## src/rtl/fp_acc_pkg.sv

```systemverilog
// Shared types and fp16 constants for the fp16 group accumulator.
package fp_acc_pkg;

  localparam int unsigned EXP_W  = 5;
  localparam int unsigned FRAC_W = 10;
  localparam int unsigned BIAS   = 15;
  // Hidden bit + fraction + guard/round/sticky.
  localparam int unsigned SIG_W  = FRAC_W + 4;

  localparam logic [15:0] FP16_QNAN       = 16'h7E00;
  localparam logic [15:0] FP16_POS_INF    = 16'h7C00;
  localparam logic [15:0] FP16_MAX_FINITE = 16'h7BFF;

  typedef enum logic [2:0] {
    StIdle,
    StAlign,
    StAdd,
    StNorm,
    StRound,
    StOut
  } state_e;

endpackage

```

## src/rtl/fp_acc_if.sv

```systemverilog
// Product input stream and group-sum output port of the fp16 accumulator.
interface fp_acc_if #(
  parameter int unsigned N     = 16,
  parameter int unsigned CNT_W = 16
) ();

  logic             in_valid;
  logic             in_ready;
  logic [N-1:0]     in_data;
  logic             in_last;
  logic             out_valid;
  logic             out_ready;
  logic [N-1:0]     out_data;
  logic [CNT_W-1:0] out_count;

  modport slave (
    input  in_valid, in_data, in_last, out_ready,
    output in_ready, out_valid, out_data, out_count
  );

  modport master (
    output in_valid, in_data, in_last, out_ready,
    input  in_ready, out_valid, out_data, out_count
  );

endinterface

```

## src/rtl/fp16_round.sv

```systemverilog
// Round-to-nearest-even of a normalized {sign, exp, 1.frac GRS} value into packed fp16.
module fp16_round
  import fp_acc_pkg::*;
(
  input  logic             i_sign,
  input  logic [EXP_W-1:0] i_exp,
  input  logic [SIG_W-1:0] i_sig,
  output logic [15:0]      o_result,
  output logic             o_ovf
);

  logic          w_inc;
  logic [11:0]   w_man;
  logic [EXP_W:0] w_exp;

  assign w_inc = i_sig[2] & (i_sig[1] | i_sig[0] | i_sig[3]);
  assign w_man = {1'b0, i_sig[13:3]} + {11'd0, w_inc};
  // A carry out of the significand leaves 1.000.. and bumps the exponent.
  assign w_exp = {1'b0, i_exp} + {{EXP_W{1'b0}}, w_man[11]};

  assign o_ovf    = (w_exp >= 6'd31);
  assign o_result = {i_sign, w_exp[4:0], (w_man[11] ? w_man[10:1] : w_man[9:0])};

endmodule

```

## src/rtl/fp_accumulator.sv

```systemverilog
// Sequential fp16 group accumulator: align, add, normalize, round per product.
// FP_ACC_SATURATE_EN: finite overflow returns signed max-finite instead of Inf.
module fp_accumulator
  import fp_acc_pkg::*;
#(
  parameter int unsigned N     = 16,
  parameter int unsigned CNT_W = 16
) (
  input  logic clk,
  input  logic rst,
  fp_acc_if.slave bus
);

  state_e           r_state, w_state_d;
  logic [N-1:0]     r_acc, r_op, r_spec_val;
  logic             r_last, r_sign, r_sub, r_special, r_zero;
  logic [CNT_W-1:0] r_count;
  logic [EXP_W-1:0] r_exp;
  logic [SIG_W-1:0] r_sig_big, r_sig_small;
  logic [SIG_W:0]   r_sum;

  // Alignment of accumulator (a) against the latched product (b).
  logic [EXP_W-1:0] w_exp_a, w_exp_b, w_exp_big, w_exp_small, w_diff;
  logic [10:0]      w_man_a, w_man_b, w_man_big, w_man_small;
  logic             w_a_big, w_sign_big;
  logic [SIG_W-1:0] w_ext, w_mask, w_shifted;
  logic             w_a_nan, w_b_nan, w_a_inf, w_b_inf, w_special;
  logic [N-1:0]     w_spec_val;

  assign w_exp_a = r_acc[14:10];
  assign w_exp_b = r_op[14:10];
  assign w_man_a = (w_exp_a != '0) ? {1'b1, r_acc[9:0]} : 11'd0;
  assign w_man_b = (w_exp_b != '0) ? {1'b1, r_op[9:0]} : 11'd0;
  assign w_a_big = ({w_exp_a, w_man_a} >= {w_exp_b, w_man_b});

  assign w_exp_big   = w_a_big ? w_exp_a : w_exp_b;
  assign w_exp_small = w_a_big ? w_exp_b : w_exp_a;
  assign w_man_big   = w_a_big ? w_man_a : w_man_b;
  assign w_man_small = w_a_big ? w_man_b : w_man_a;
  assign w_sign_big  = w_a_big ? r_acc[15] : r_op[15];
  assign w_diff      = w_exp_big - w_exp_small;
  assign w_ext       = {w_man_small, 3'b000};

  always_comb begin
    w_mask    = '0;
    w_shifted = '0;
    if (w_diff > 5'd13) begin
      w_shifted = {13'd0, |w_man_small};
    end else begin
      w_shifted    = w_ext >> w_diff;
      w_mask       = (14'd1 << w_diff) - 14'd1;
      w_shifted[0] = w_shifted[0] | (|(w_ext & w_mask));
    end
  end

  assign w_a_nan   = (w_exp_a == 5'h1f) && (r_acc[9:0] != '0);
  assign w_b_nan   = (w_exp_b == 5'h1f) && (r_op[9:0] != '0);
  assign w_a_inf   = (w_exp_a == 5'h1f) && (r_acc[9:0] == '0);
  assign w_b_inf   = (w_exp_b == 5'h1f) && (r_op[9:0] == '0);
  assign w_special = (w_exp_a == 5'h1f) || (w_exp_b == 5'h1f);

  always_comb begin
    w_spec_val = {r_op[15], FP16_POS_INF[14:0]};
    if (w_a_nan || w_b_nan || (w_a_inf && w_b_inf && (r_acc[15] != r_op[15]))) begin
      w_spec_val = FP16_QNAN;
    end else if (w_a_inf) begin
      w_spec_val = {r_acc[15], FP16_POS_INF[14:0]};
    end
  end

  // Normalization step helpers.
  logic [SIG_W:0]   w_sum_shl;
  logic [EXP_W-1:0] w_exp_dec;
  logic             w_norm_done;

  assign w_sum_shl   = r_sum << 1;
  assign w_exp_dec   = r_exp - 5'd1;
  assign w_norm_done = r_special || (r_sum == '0) || r_sum[14] || r_sum[13] ||
                       w_sum_shl[13] || (w_exp_dec == '0);

  // Rounding and overflow mapping.
  logic [N-1:0] w_rnd_data, w_ovf_val, w_result;
  logic         w_rnd_ovf;

  fp16_round u_round (
    .i_sign   (r_zero ? 1'b0 : r_sign),
    .i_exp    (r_zero ? 5'd0 : r_exp),
    .i_sig    (r_zero ? 14'd0 : r_sum[13:0]),
    .o_result (w_rnd_data),
    .o_ovf    (w_rnd_ovf)
  );

`ifdef FP_ACC_SATURATE_EN
  assign w_ovf_val = {r_sign, FP16_MAX_FINITE[14:0]};
`else
  assign w_ovf_val = {r_sign, FP16_POS_INF[14:0]};
`endif

  assign w_result = r_special ? r_spec_val : (w_rnd_ovf ? w_ovf_val : w_rnd_data);

  always_comb begin
    w_state_d = r_state;
    case (r_state)
      StIdle:  if (bus.in_valid) w_state_d = StAlign;
      StAlign: w_state_d = StAdd;
      StAdd:   w_state_d = StNorm;
      StNorm:  if (w_norm_done) w_state_d = StRound;
      StRound: w_state_d = r_last ? StOut : StIdle;
      StOut:   if (bus.out_ready) w_state_d = StIdle;
      default: w_state_d = StIdle;
    endcase
  end

  always_ff @(posedge clk) begin
    if (rst) begin
      r_state <= StIdle;
    end else begin
      r_state <= w_state_d;
    end
  end

  always_ff @(posedge clk) begin
    if (rst) begin
      r_acc       <= '0;
      r_op        <= '0;
      r_last      <= 1'b0;
      r_count     <= '0;
      r_exp       <= '0;
      r_sig_big   <= '0;
      r_sig_small <= '0;
      r_sign      <= 1'b0;
      r_sub       <= 1'b0;
      r_sum       <= '0;
      r_special   <= 1'b0;
      r_spec_val  <= '0;
      r_zero      <= 1'b0;
    end else begin
      case (r_state)
        StIdle: begin
          if (bus.in_valid) begin
            r_op    <= bus.in_data;
            r_last  <= bus.in_last;
            r_count <= r_count + CNT_W'(1);
          end
        end
        StAlign: begin
          r_exp       <= w_exp_big;
          r_sig_big   <= {w_man_big, 3'b000};
          r_sig_small <= w_shifted;
          r_sign      <= w_sign_big;
          r_sub       <= r_acc[15] ^ r_op[15];
          r_special   <= w_special;
          r_spec_val  <= w_spec_val;
          r_zero      <= 1'b0;
        end
        StAdd: begin
          r_sum <= r_sub ? ({1'b0, r_sig_big} - {1'b0, r_sig_small})
                         : ({1'b0, r_sig_big} + {1'b0, r_sig_small});
        end
        StNorm: begin
          if (!r_special) begin
            if (r_sum == '0) begin
              r_zero <= 1'b1;
            end else if (r_sum[14]) begin
              r_sum <= {1'b0, r_sum[14:2], r_sum[1] | r_sum[0]};
              r_exp <= r_exp + 5'd1;
            end else if (!r_sum[13]) begin
              r_sum <= w_sum_shl;
              r_exp <= w_exp_dec;
              if (w_exp_dec == '0) r_zero <= 1'b1;
            end
          end
        end
        StRound: r_acc <= w_result;
        StOut: begin
          if (bus.out_ready) begin
            r_acc   <= '0;
            r_count <= '0;
          end
        end
        default: ;
      endcase
    end
  end

  assign bus.in_ready  = (r_state == StIdle) && !rst;
  assign bus.out_valid = (r_state == StOut);
  assign bus.out_data  = r_acc;
  assign bus.out_count = r_count;

endmodule
```

## src/flat_wrapper.sv

```systemverilog
// flat-port wrapper written by rule: the top's interface ports become plain ports
module fp_accumulator_flat import fp_acc_pkg::*;
#(
  parameter int unsigned N     = 16,
  parameter int unsigned CNT_W = 16
)
  (clk, rst, bus_in_valid, bus_in_data, bus_in_last, bus_out_ready, bus_in_ready, bus_out_valid, bus_out_data, bus_out_count);
  fp_acc_if #(.N(N), .CNT_W(CNT_W)) bus_i ();
  input  logic clk;
  input  logic rst;
  input wire logic [$bits(bus_i.in_valid)-1:0] bus_in_valid;
  input wire logic [$bits(bus_i.in_data)-1:0] bus_in_data;
  input wire logic [$bits(bus_i.in_last)-1:0] bus_in_last;
  input wire logic [$bits(bus_i.out_ready)-1:0] bus_out_ready;
  output wire logic [$bits(bus_i.in_ready)-1:0] bus_in_ready;
  output wire logic [$bits(bus_i.out_valid)-1:0] bus_out_valid;
  output wire logic [$bits(bus_i.out_data)-1:0] bus_out_data;
  output wire logic [$bits(bus_i.out_count)-1:0] bus_out_count;
  assign bus_i.in_valid = bus_in_valid;
  assign bus_i.in_data = bus_in_data;
  assign bus_i.in_last = bus_in_last;
  assign bus_i.out_ready = bus_out_ready;
  assign bus_in_ready = bus_i.in_ready;
  assign bus_out_valid = bus_i.out_valid;
  assign bus_out_data = bus_i.out_data;
  assign bus_out_count = bus_i.out_count;
  fp_accumulator #(.N(N), .CNT_W(CNT_W)) u_core (.clk(clk), .rst(rst), .bus(bus_i));
endmodule
```

## config.mk

```make
export PLATFORM = sky130hd
export DESIGN_NAME = fp_accumulator_flat
export DESIGN_NICKNAME = d
export VERILOG_FILES = /design/src/rtl/fp_acc_pkg.sv /design/src/rtl/fp_acc_if.sv /design/src/rtl/fp16_round.sv /design/src/rtl/fp_accumulator.sv /design/src/flat_wrapper.sv
export SDC_FILE = /design/constraint.sdc
export NUM_CORES = 1
export LEC_CHECK = 0
export ABC_AREA = 1
export BUFFER_PORTS_ARGS = -buffer_cell sky130_fd_sc_hd__buf_2
export CAP_MARGIN = 20
export CORE_ASPECT_RATIO = 0.6
export CORE_UTILIZATION = 55
export DETAILED_ROUTE_END_ITERATION = 12
export PLACE_DENSITY = 0.74
export SETUP_SLACK_MARGIN = 0.4
export SLEW_MARGIN = 20
export SYNTH_ARGS = -nofsm -noshare
export SYNTH_HDL_FRONTEND = slang
export SYNTH_HIERARCHICAL = 1
export SYNTH_SLANG_ARGS = --single-unit
```

## constraint.sdc

```tcl
create_clock -name clk -period 3.8 [get_ports clk]
set_clock_uncertainty 0.05 [all_clocks]
set_input_delay 0.19 -clock clk [delete_from_list [all_inputs] [get_ports clk]]
set_output_delay 0.19 -clock clk [all_outputs]
set_load 0.005 [all_outputs]
```

==> results.sh, run 1 <==
export IMPL_route_detailed_drc=0
export IMPL_drt_wl_total_mm=25.8
export IMPL_path_max_fanout=6
export IMPL_numCtsBuffers=9
export IMPL_seq_area_um2=2090
export IMPL_globalplace_congestion=1.02
export IMPL_overflow=0
export IMPL_worstSetupPathType="reg2reg"
export IMPL_netlist_instances=1254
export IMPL_cts_tree="built"
export IMPL_power_density_nw_per_um2=705
export IMPL_hold_class="in2reg"
export IMPL_core_um2=14000
export IMPL_synth_area_leaders="dfxtp_1 (26%), nand2_1 (10%), inv_1 (8.4%)"
export IMPL_start_util_pct=57.8
export IMPL_num_rows=33
export IMPL_final_period_utilization_pct=99.6
export IMPL_postSynthAreaPerCell_um2=6.45
export IMPL_critPathLaunchType="register"
export IMPL_drtIter0Drc=915
export IMPL_finalHoldViolations=0
export IMPL_die_width_um=159
export IMPL_ant_nets=0
export IMPL_muxShareOfSynthArea_pct=0.139
export IMPL_cpMaxStageDelayCell="dfxtp_4"
export IMPL_netlist_area_um2=8090
export IMPL_synth_fa_ha_area_share_pct=7.67
export IMPL_crit_arrival_ns=3.96
export IMPL_design_die_area_um2=15200
export IMPL_nNetsFinal=1399
export IMPL_track_usage_pct=34.6
export IMPL_async_flop_share_pct=0
export IMPL_max_freq_mhz=264
export IMPL_portBuffers=54
export IMPL_cts_sinks=104
export IMPL_seq_area_frac_synth_pct=25.7
export IMPL_yosys_cell_types_count=57
export IMPL_cts_max_level=3
export IMPL_rr_endpoint="u_core/r_sig_small[0]$_SDFFE_PP0P_"
export IMPL_clkSlewWorstSetupHoldPaths_ns=0.08
export IMPL_yosys_area_top_type_share_pct=25.7
export IMPL_ys_warn_count=6
export IMPL_die_height_um=95.9
export IMPL_pre_cts_slack_ns=-0.175
export IMPL_cp_end_kind="register"
export IMPL_ys_ff_latch=104
export IMPL_slew_limit_headroom_pct=44.3
export IMPL_synth_simple_gate_area_share_pct=30.1
export IMPL_setup_viol=0
export IMPL_regToRegStartpoint="u_core/bus.out_data[10]$_SDFFE_PP0P_"
export IMPL_cpPeakStageDelay_ns=0.35
export IMPL_grt_pass1_vias=7876
export IMPL_clk_latency_ns=0.35
export IMPL_grt_pass1_wl_mm=40.5
export IMPL_cp_common_cell="nand2_1"
export IMPL_finalPower_uw=6780
export IMPL_rr_worst_depth=28
export IMPL_place_hpwl_mm=19.1
export IMPL_viasPerCell=5.81
export IMPL_antenna_cells=0
export IMPL_synth_top_family_by_area="simple AND/OR/NAND/NOR gates"
export IMPL_crit_end="u_core/r_sig_small[0]$_SDFFE_PP0P_"
export IMPL_grt_max_degree=57
export IMPL_ioPinCount=55
export IMPL_finalMaxSlewViolations=0
export IMPL_synth_nets=1324
export IMPL_areaGrowthSynthToFinish_pct=18.9
export IMPL_yosysTopAreaCell="dfxtp_1"
export IMPL_period_minus_slack_ns=3.79
export IMPL_first_pass_iters=6
export IMPL_peakVddDrop_uv=362
export IMPL_p_leak_uw=0.00451
export IMPL_reg2reg_slack_ns=0.01
export IMPL_clockBufferDepth=2
export IMPL_synthXorXnorAreaFrac_pct=1.73
export IMPL_final_area_um2=9620
export IMPL_cp_startpoint="u_core/bus.out_data[10]$_SDFFE_PP0P_"
export IMPL_routedWlPerCell_um=16.9
export IMPL_synth_flop_cell="dfxtp_1"
export IMPL_grt_antenna_before_repair=0
export IMPL_fillers=1243
export IMPL_status="complete, no violations"
export IMPL_rsz0062_at_grt="yes"
export IMPL_place_area_um2=8820
export IMPL_synth_edf_count=0
export IMPL_vias=8860
export IMPL_maxCapViolations=0
export IMPL_setup_ws_ns=0.0143
export IMPL_worst_pin_slew_ns=0.833
export IMPL_drive_above_1_share_pct=20.5
export IMPL_cts_root_buf="clkbuf_16"
export IMPL_cp_required_ns=3.97
export IMPL_synth_compound_area_share_pct=22.6
export IMPL_multiInputGateArea_um2=5440
## layout make-up
cell class / instances / share of cell area (%)
multi-input cells: 909 / 56.6
flip-flops and latches: 104 / 21.8
repair buffers: 116 / 8.54
inverters: 189 / 7.47
well taps: 192 / 2.50
clock buffers: 9 / 2.34
clock inverters: 7 / 0.755
## worst min-delay path by stage
stage,startpoint,endpoint,slack (ns),cells after the start
6_report,bus_in_data[5],u_core/r_op[5]$_SDFFE_PP0P_,0.02,3
5_1_grt,bus_in_data[5],u_core/r_op[5]$_SDFFE_PP0P_,0.02,3
4_1_cts,bus_in_data[5],u_core/r_op[5]$_SDFFE_PP0P_,0.01,3
3_5_place_dp,bus_in_data[5],u_core/r_op[5]$_SDFFE_PP0P_,0.37,3
3_3_place_gp,bus_in_data[3],u_core/r_op[3]$_SDFFE_PP0P_,0.36,3
2_1_floorplan,bus_in_data[0],u_core/r_op[0]$_SDFFE_PP0P_,0.27,2
## synth_stat cells, types with 5 or more instances
master	count
a31oi_1	9
o211ai_1	10
buf_4	6
nand4_1	22
xor2_1	12
dfxtp_1	104
o22ai_1	7
nor4_1	5
clkbuf_1	34
a221oi_1	12
nor3_1	15
nor2_4	5
nor2_1	106
or2_2	5
nand2_1	225
a21oi_1	120
inv_2	5
o21bai_1	6
ha_1	48
a211oi_1	9
inv_1	181
nand3_2	7
nand2_2	17
o21ai_0	124
buf_6	5
nand2_4	6
nand3_1	89
## stage by stage
| stage | hold slack [ns] | setup TNS, ns | util, % | std cells |
|---|---|---|---|---|
| after floorplan | 0.275 | 0 | - | 1254 |
| after global placement | 0.364 | -0.0549 | 63.0 | 1487 |
| after detailed placement | 0.372 | -0.209 | 63.0 | 1487 |
| after CTS | 0.0114 | 0 | 66.7 | 1515 |
| after global routing | 0.0245 | -0.155 | 68.7 | 1526 |
| final | 0.0157 | 0 | 68.7 | 1526 |
## placed cells by master (no fill, tap or decap), types with 6 or more instances in the layout
cell	count
xor2_1	12
nor2_1	100
a21oi_1	116
inv_1	166
nand2_1	203
nand3_4	7
a221oi_1	12
nand3_2	12
nor2_4	9
o21ai_1	7
o21ai_0	120
o22ai_1	7
nand2_4	16
o21bai_1	6
nand3_1	80
ha_4	9
inv_2	18
nand2_2	29
nor2_2	6
a211oi_1	9
o211ai_1	10
dfxtp_1	98
a21oi_2	8
nor3_1	12
clkbuf_16	10
buf_2	54
ha_1	39
nand4_1	22
a31oi_1	9
buf_4	53
## flip-flops by register name, summed over array words and instances (netlist names), 3 cells and up
signal	count
u_core/r_exp	5
u_core/r_sig_big	11
u_core/r_state	3
u_core/r_op	16
u_core/r_sum	15
u_core/r_sig_small	14
u_core/bus.out_data	16
u_core/bus.out_count	16
u_core/r_spec_val	3
## critical path: cells and delay by family, from the launching register on
kind | cells | cell delay, ns
compound gates | 1 | 0.05
simple gates | 22 | 2.32
flops | 1 | 0.35
fa+ha+maj | 2 | 0.55
buf+inv | 3 | 0.34
## per-layer routing
| metal | global-route usage (%) | wire length [µm] |
|---|---|---|
| met5 | 0 | 0 |
| met4 | 7.53 | 333 |
| met3 | 7.92 | 2920 |
| met2 | 50.1 | 10200 |
| met1 | 51.5 | 12300 |
## cells by family after synthesis
family          Yosys count
mux                       1
buf+inv                 241
xor+xnor                 16
fa+ha+maj                49
compound gates          324
simple gates            519
flops                   104
## power by group
part	switching [µW]	internal (µW)
sequential	213	1310
combinational	2760	1560
clock	472	467
## repair_timing
action	in CTS	in global routing
cloned	1	1
pin swaps	31	27
endpoints found under the hold margin	0	0
hold buffers	0	0
gates resized for setup	35	39
setup endpoints to repair	14	14
buffers inserted	11	9
No activity file was read; power rests on OpenSTA's default activity.
==> run 2: changes to the inputs <==
Settings changed: PLACE_DENSITY 0.74 to 0.76, SETUP_SLACK_MARGIN 0.4 to 0.5.
==> results.sh, run 2 (synthesis gave the netlist of run 1 again) <==
export IMPL_ioPinCount=55
export IMPL_finish_utilization_pct=69.0
export IMPL_grt_max_degree=57
export IMPL_maxCapViolations=0
export IMPL_globalplace_congestion=0.978
export IMPL_nNetsFinal=1403
export IMPL_routedWlPerCell_um=16.6
export IMPL_grt_pass1_wl_mm=39.6
export IMPL_first_pass_iters=6
export IMPL_antenna_cells=0
export IMPL_seq_area_um2=2090
export IMPL_clockBufferDepth=2
export IMPL_peakVddDrop_uv=352
export IMPL_critPathLaunchType="register"
export IMPL_slew_limit_headroom_pct=44.5
export IMPL_setup_viol=0
export IMPL_rr_endpoint="u_core/r_sig_small[0]$_SDFFE_PP0P_"
export IMPL_cp_common_cell="nand2_1"
export IMPL_track_usage_pct=33.8
export IMPL_cp_end_kind="register"
export IMPL_multiInputGateArea_um2=5460
export IMPL_numCtsBuffers=9
export IMPL_max_freq_mhz=266
export IMPL_fillers=1229
export IMPL_cp_startpoint="u_core/bus.out_data[10]$_SDFFE_PP0P_"
export IMPL_final_common_cell="nand2_1"
export IMPL_cts_max_level=3
export IMPL_cts_tree="built"
export IMPL_reg2reg_slack_ns=0.04
export IMPL_power_density_nw_per_um2=703
export IMPL_crit_arrival_ns=3.94
export IMPL_status="complete, no violations"
export IMPL_rr_worst_depth=30
export IMPL_overflow=0
export IMPL_final_cell_mix="nand2_1 (199), inv_1 (169), o21ai_0 (119)"
export IMPL_cts_root_buf="clkbuf_16"
export IMPL_final_period_utilization_pct=99.1
export IMPL_cpPeakStageDelay_ns=0.35
export IMPL_grt_antenna_before_repair=0
export IMPL_worst_pin_slew_ns=0.831
export IMPL_clkSlewWorstSetupHoldPaths_ns=0.08
export IMPL_worstSetupPathType="reg2reg"
export IMPL_core_um2=14000
export IMPL_drtIter0Drc=1036
export IMPL_place_hpwl_mm=18.5
export IMPL_vias=8897
export IMPL_period_minus_slack_ns=3.76
export IMPL_hold_class="in2reg"
export IMPL_drt_wl_total_mm=25.5
export IMPL_die_height_um=95.9
export IMPL_cp_required_ns=3.97
export IMPL_tns_ns=0
export IMPL_grt_pass1_vias=7783
export IMPL_cts_sinks=104
export IMPL_rsz0062_at_grt="yes"
export IMPL_start_util_pct=57.8
export IMPL_design_die_area_um2=15200
export IMPL_route_detailed_drc=0
export IMPL_num_rows=33
export IMPL_drive_above_1_share_pct=20.9
export IMPL_regToRegStartpoint="u_core/bus.out_data[10]$_SDFFE_PP0P_"
export IMPL_crit_end="u_core/r_sig_small[0]$_SDFFE_PP0P_"
export IMPL_portBuffers=54
export IMPL_path_max_fanout=6
export IMPL_finalMaxSlewViolations=0
export IMPL_cpMaxStageDelayCell="dfxtp_4"
export IMPL_areaGrowthSynthToFinish_pct=19.4
export IMPL_clk_latency_ns=0.35
export IMPL_ant_nets=0
export IMPL_die_width_um=159
export IMPL_finalHoldViolations=0
export IMPL_viasPerCell=5.82
export IMPL_p_leak_uw=0.00452
-- run 2: cell count changes in the layout (fill, tap and decap cells not counted), sizes merged --
cell / before / now
buf: 115 / 119
clkbuf: 10 / 9
bufbuf: 0 / 1
-- run 2: area by class of cell --
class,count,share of cell area (%)
clock buffers,9,2.33
clock inverters,7,0.687
inverters,189,7.42
multi-input cells,909,56.5
flip-flops and latches,104,21.7
well taps,192,2.49
repair buffers,120,8.87
-- run 2: where the power goes --
part / leakage (µW) / total (µW) / internal (µW) / switching [µW]
clock: 0.000141 / 925 / 460 / 465
sequential: 0.000852 / 1520 / 1310 / 211
combinational: 0.00353 / 4350 / 1630 / 2720
-- run 2: routing by layer --
layer	part of all wire (%)	GRT usage (%)	up-vias
met4	2.0	8.81	0
met3	11	7.02	47
met1	47	49.9	4035
li1	-	-	4346
met5	0	0	-
met2	40	49.1	469
-- run 2: what timing repair did --
action | in CTS | in global routing
gates resized for setup | 53 | 31
buffers inserted | 19 | 8
endpoints found under the setup margin | 14 | 14
hold endpoints to repair | 0 | 0
cloned | 2 | 0
pin swaps | 30 | 40
hold buffers | 0 | 0
-- run 2: worst max-delay path, delay by kind of cell (launching register included) --
family	cells	cell delay, ns
DFF	1	0.35
and+or+nand+nor	21	2.08
adders and majority gates	1	0.26
buffers and inverters	6	0.65
AOI/OAI and AO/OA	2	0.24
-- run 2: worst min-delay path by stage --
stage	startpoint	endpoint	slack, ns	depth (start not counted)
3_5_place_dp	bus_in_data[4]	u_core/r_op[4]$_SDFFE_PP0P_	0.37	3
4_1_cts	bus_in_data[4]	u_core/r_op[4]$_SDFFE_PP0P_	0.01	3
3_3_place_gp	bus_in_data[4]	u_core/r_op[4]$_SDFFE_PP0P_	0.37	3
5_1_grt	bus_in_data[4]	u_core/r_op[4]$_SDFFE_PP0P_	0.03	3
6_report	bus_in_data[4]	u_core/r_op[4]$_SDFFE_PP0P_	0.02	3
2_1_floorplan	bus_in_data[0]	u_core/r_op[0]$_SDFFE_PP0P_	0.27	2
-- run 2: per-stage QoR --
step	total power [µW]	hold WS, ns	worst slack (ns)	instances	instance area (µm²)
floorplan	4200	0.275	0.244	1254	8310
global placement	5000	0.370	0.00200	1485	8790
detailed placement	5040	0.373	-0.0745	1485	8790
CTS	6430	0.0149	0.146	1522	9480
global route	7230	0.0306	-0.200	1530	9660
finish	6790	0.0192	0.0361	1530	9660
==> run 3: changes to the inputs <==
Settings changed: CORE_ASPECT_RATIO 0.6 to 1.1, MAX_ROUTING_LAYER set to met4.
==> results.sh, run 3 (synthesis gave the netlist of run 1 again) <==
export IMPL_status="complete, no violations"
export IMPL_rr_worst_depth=28
export IMPL_cp_startpoint="u_core/bus.out_data[10]$_SDFFE_PP0P_"
export IMPL_core_um2=14400
export IMPL_path_max_fanout=7
export IMPL_clk_latency_ns=0.37
export IMPL_cp_end_kind="register"
export IMPL_cp_common_cell="nand2_1"
export IMPL_grt_max_degree=58
export IMPL_cts_sinks=104
export IMPL_clockBufferDepth=2
export IMPL_viasPerCell=5.72
export IMPL_hold_class="in2reg"
export IMPL_track_usage_pct=32.8
export IMPL_cts_tree="built"
export IMPL_min_path_cells=3
export IMPL_ioPinCount=55
export IMPL_worst_pin_slew_ns=0.792
export IMPL_period_minus_slack_ns=3.66
export IMPL_antenna_cells=0
export IMPL_path_buf_inv=4
export IMPL_start_util_pct=56.2
export IMPL_final_period_utilization_pct=96.3
export IMPL_min_from="bus_in_data[0]"
export IMPL_cpPeakStageDelay_ns=0.36
export IMPL_place_area_um2=8750
export IMPL_drive_above_1_share_pct=21.6
export IMPL_grt_antenna_before_repair=0
export IMPL_drt_wl_total_mm=24.5
export IMPL_num_rows=46
export IMPL_setup_viol=0
export IMPL_portBuffers=54
export IMPL_worstSetupPathType="reg2reg"
export IMPL_cpMaxStageDelayCell="dfxtp_4"
export IMPL_vias=8774
export IMPL_routedWlPerCell_um=16.0
export IMPL_slew_limit_headroom_pct=47.1
export IMPL_finish_utilization_pct=67.9
export IMPL_first_pass_iters=9
export IMPL_die_height_um=129
export IMPL_grt_pass1_vias=7914
export IMPL_finalMaxSlewViolations=0
export IMPL_tns_ns=0
export IMPL_route_detailed_drc=0
export IMPL_dp_cells=1479
export IMPL_cts_root_buf="clkbuf_16"
export IMPL_rsz0062_at_grt="yes"
export IMPL_regToRegStartpoint="u_core/bus.out_data[10]$_SDFFE_PP0P_"
export IMPL_grt_pass1_wl_mm=39.0
export IMPL_whs_ns=0.0146
export IMPL_ant_nets=0
export IMPL_final_area_um2=9770
export IMPL_p_leak_uw=0.00459
export IMPL_finalHoldViolations=0
export IMPL_overflow=0
export IMPL_areaGrowthSynthToFinish_pct=20.8
export IMPL_crit_arrival_ns=3.84
export IMPL_maxCapViolations=0
export IMPL_final_cell_mix="nand2_1 (199), inv_1 (168), o21ai_0 (116)"
export IMPL_drtIter0Drc=943
export IMPL_power_density_nw_per_um2=680
export IMPL_cts_max_level=3
export IMPL_peakVddDrop_uv=449
export IMPL_reg2reg_slack_ns=0.14
export IMPL_crit_family="simple AND/OR/NAND/NOR gates"
export IMPL_place_hpwl_mm=17.9
export IMPL_cp_required_ns=3.98
export IMPL_design_die_area_um2=15200
export IMPL_crit_cells=28
export IMPL_final_common_cell="nand2_1"
export IMPL_fin_cells=1533
export IMPL_max_freq_mhz=273
export IMPL_die_width_um=118
export IMPL_critPathLaunchType="register"
export IMPL_numCtsBuffers=9
export IMPL_clkSlewWorstSetupHoldPaths_ns=0.09
export IMPL_nNetsFinal=1406
export IMPL_globalplace_congestion=0.973
run 3: layout make-up:
class,count,area [µm²]
Multi-Input combinational cell,909,5520
Fill cell,1303,4610
Sequential cell,104,2090
Timing Repair Buffer,123,887
Inverter,189,724
Tap cell,192,240
Clock buffer,9,225
Clock inverter,7,81.3
run 3: path summary, 6_finish.rpt:
| check | end |
|---|---|
| worst max-delay path | u_core/r_sig_small[0]$_SDFFE_PP0P_ |
| worst min-delay path | u_core/r_op[0]$_SDFFE_PP0P_ |
| worst max register to register | u_core/r_sig_small[0]$_SDFFE_PP0P_ |
| worst min register to register | u_core/bus.out_count[15]$_SDFFE_PP0P_ |
run 3: stage by stage:
step	setup slack, ns	power [µW]
6_report	0.142	6650
5_1_grt	-0.0643	7110
4_1_cts	0.241	6320
3_5_place_dp	0.0123	4980
3_3_place_gp	0.0889	4950
2_1_floorplan	0.244	4200
run 3: power by group:
part	total (µW)	internal, µW	switching (µW)
clock	958	472	486
sequential	1520	1310	211
combinational	4170	1540	2630
run 3: per-layer routing:
layer,part of all wire [%],track usage (%),vias up
met5,0,-,-
met4,2.8,11.8,0
met3,5.3,4.49,68
met2,48,55.7,322
met1,43,39.9,4028
li1,-,-,4356
run 3: worst min-delay path, cell delays in order:
cell and delay, ns:
buf_2 0.07, nor2_1 0.04, nor2_1 0.08
run 3: repair_timing:
item	4_1_cts	5_1_grt
cloned	2	1
gates resized for setup	60	49
hold buffers	4	0
endpoints found under the hold margin	4	0
pin swaps	31	31
endpoints found under the setup margin	14	19
buffers inserted	28	3
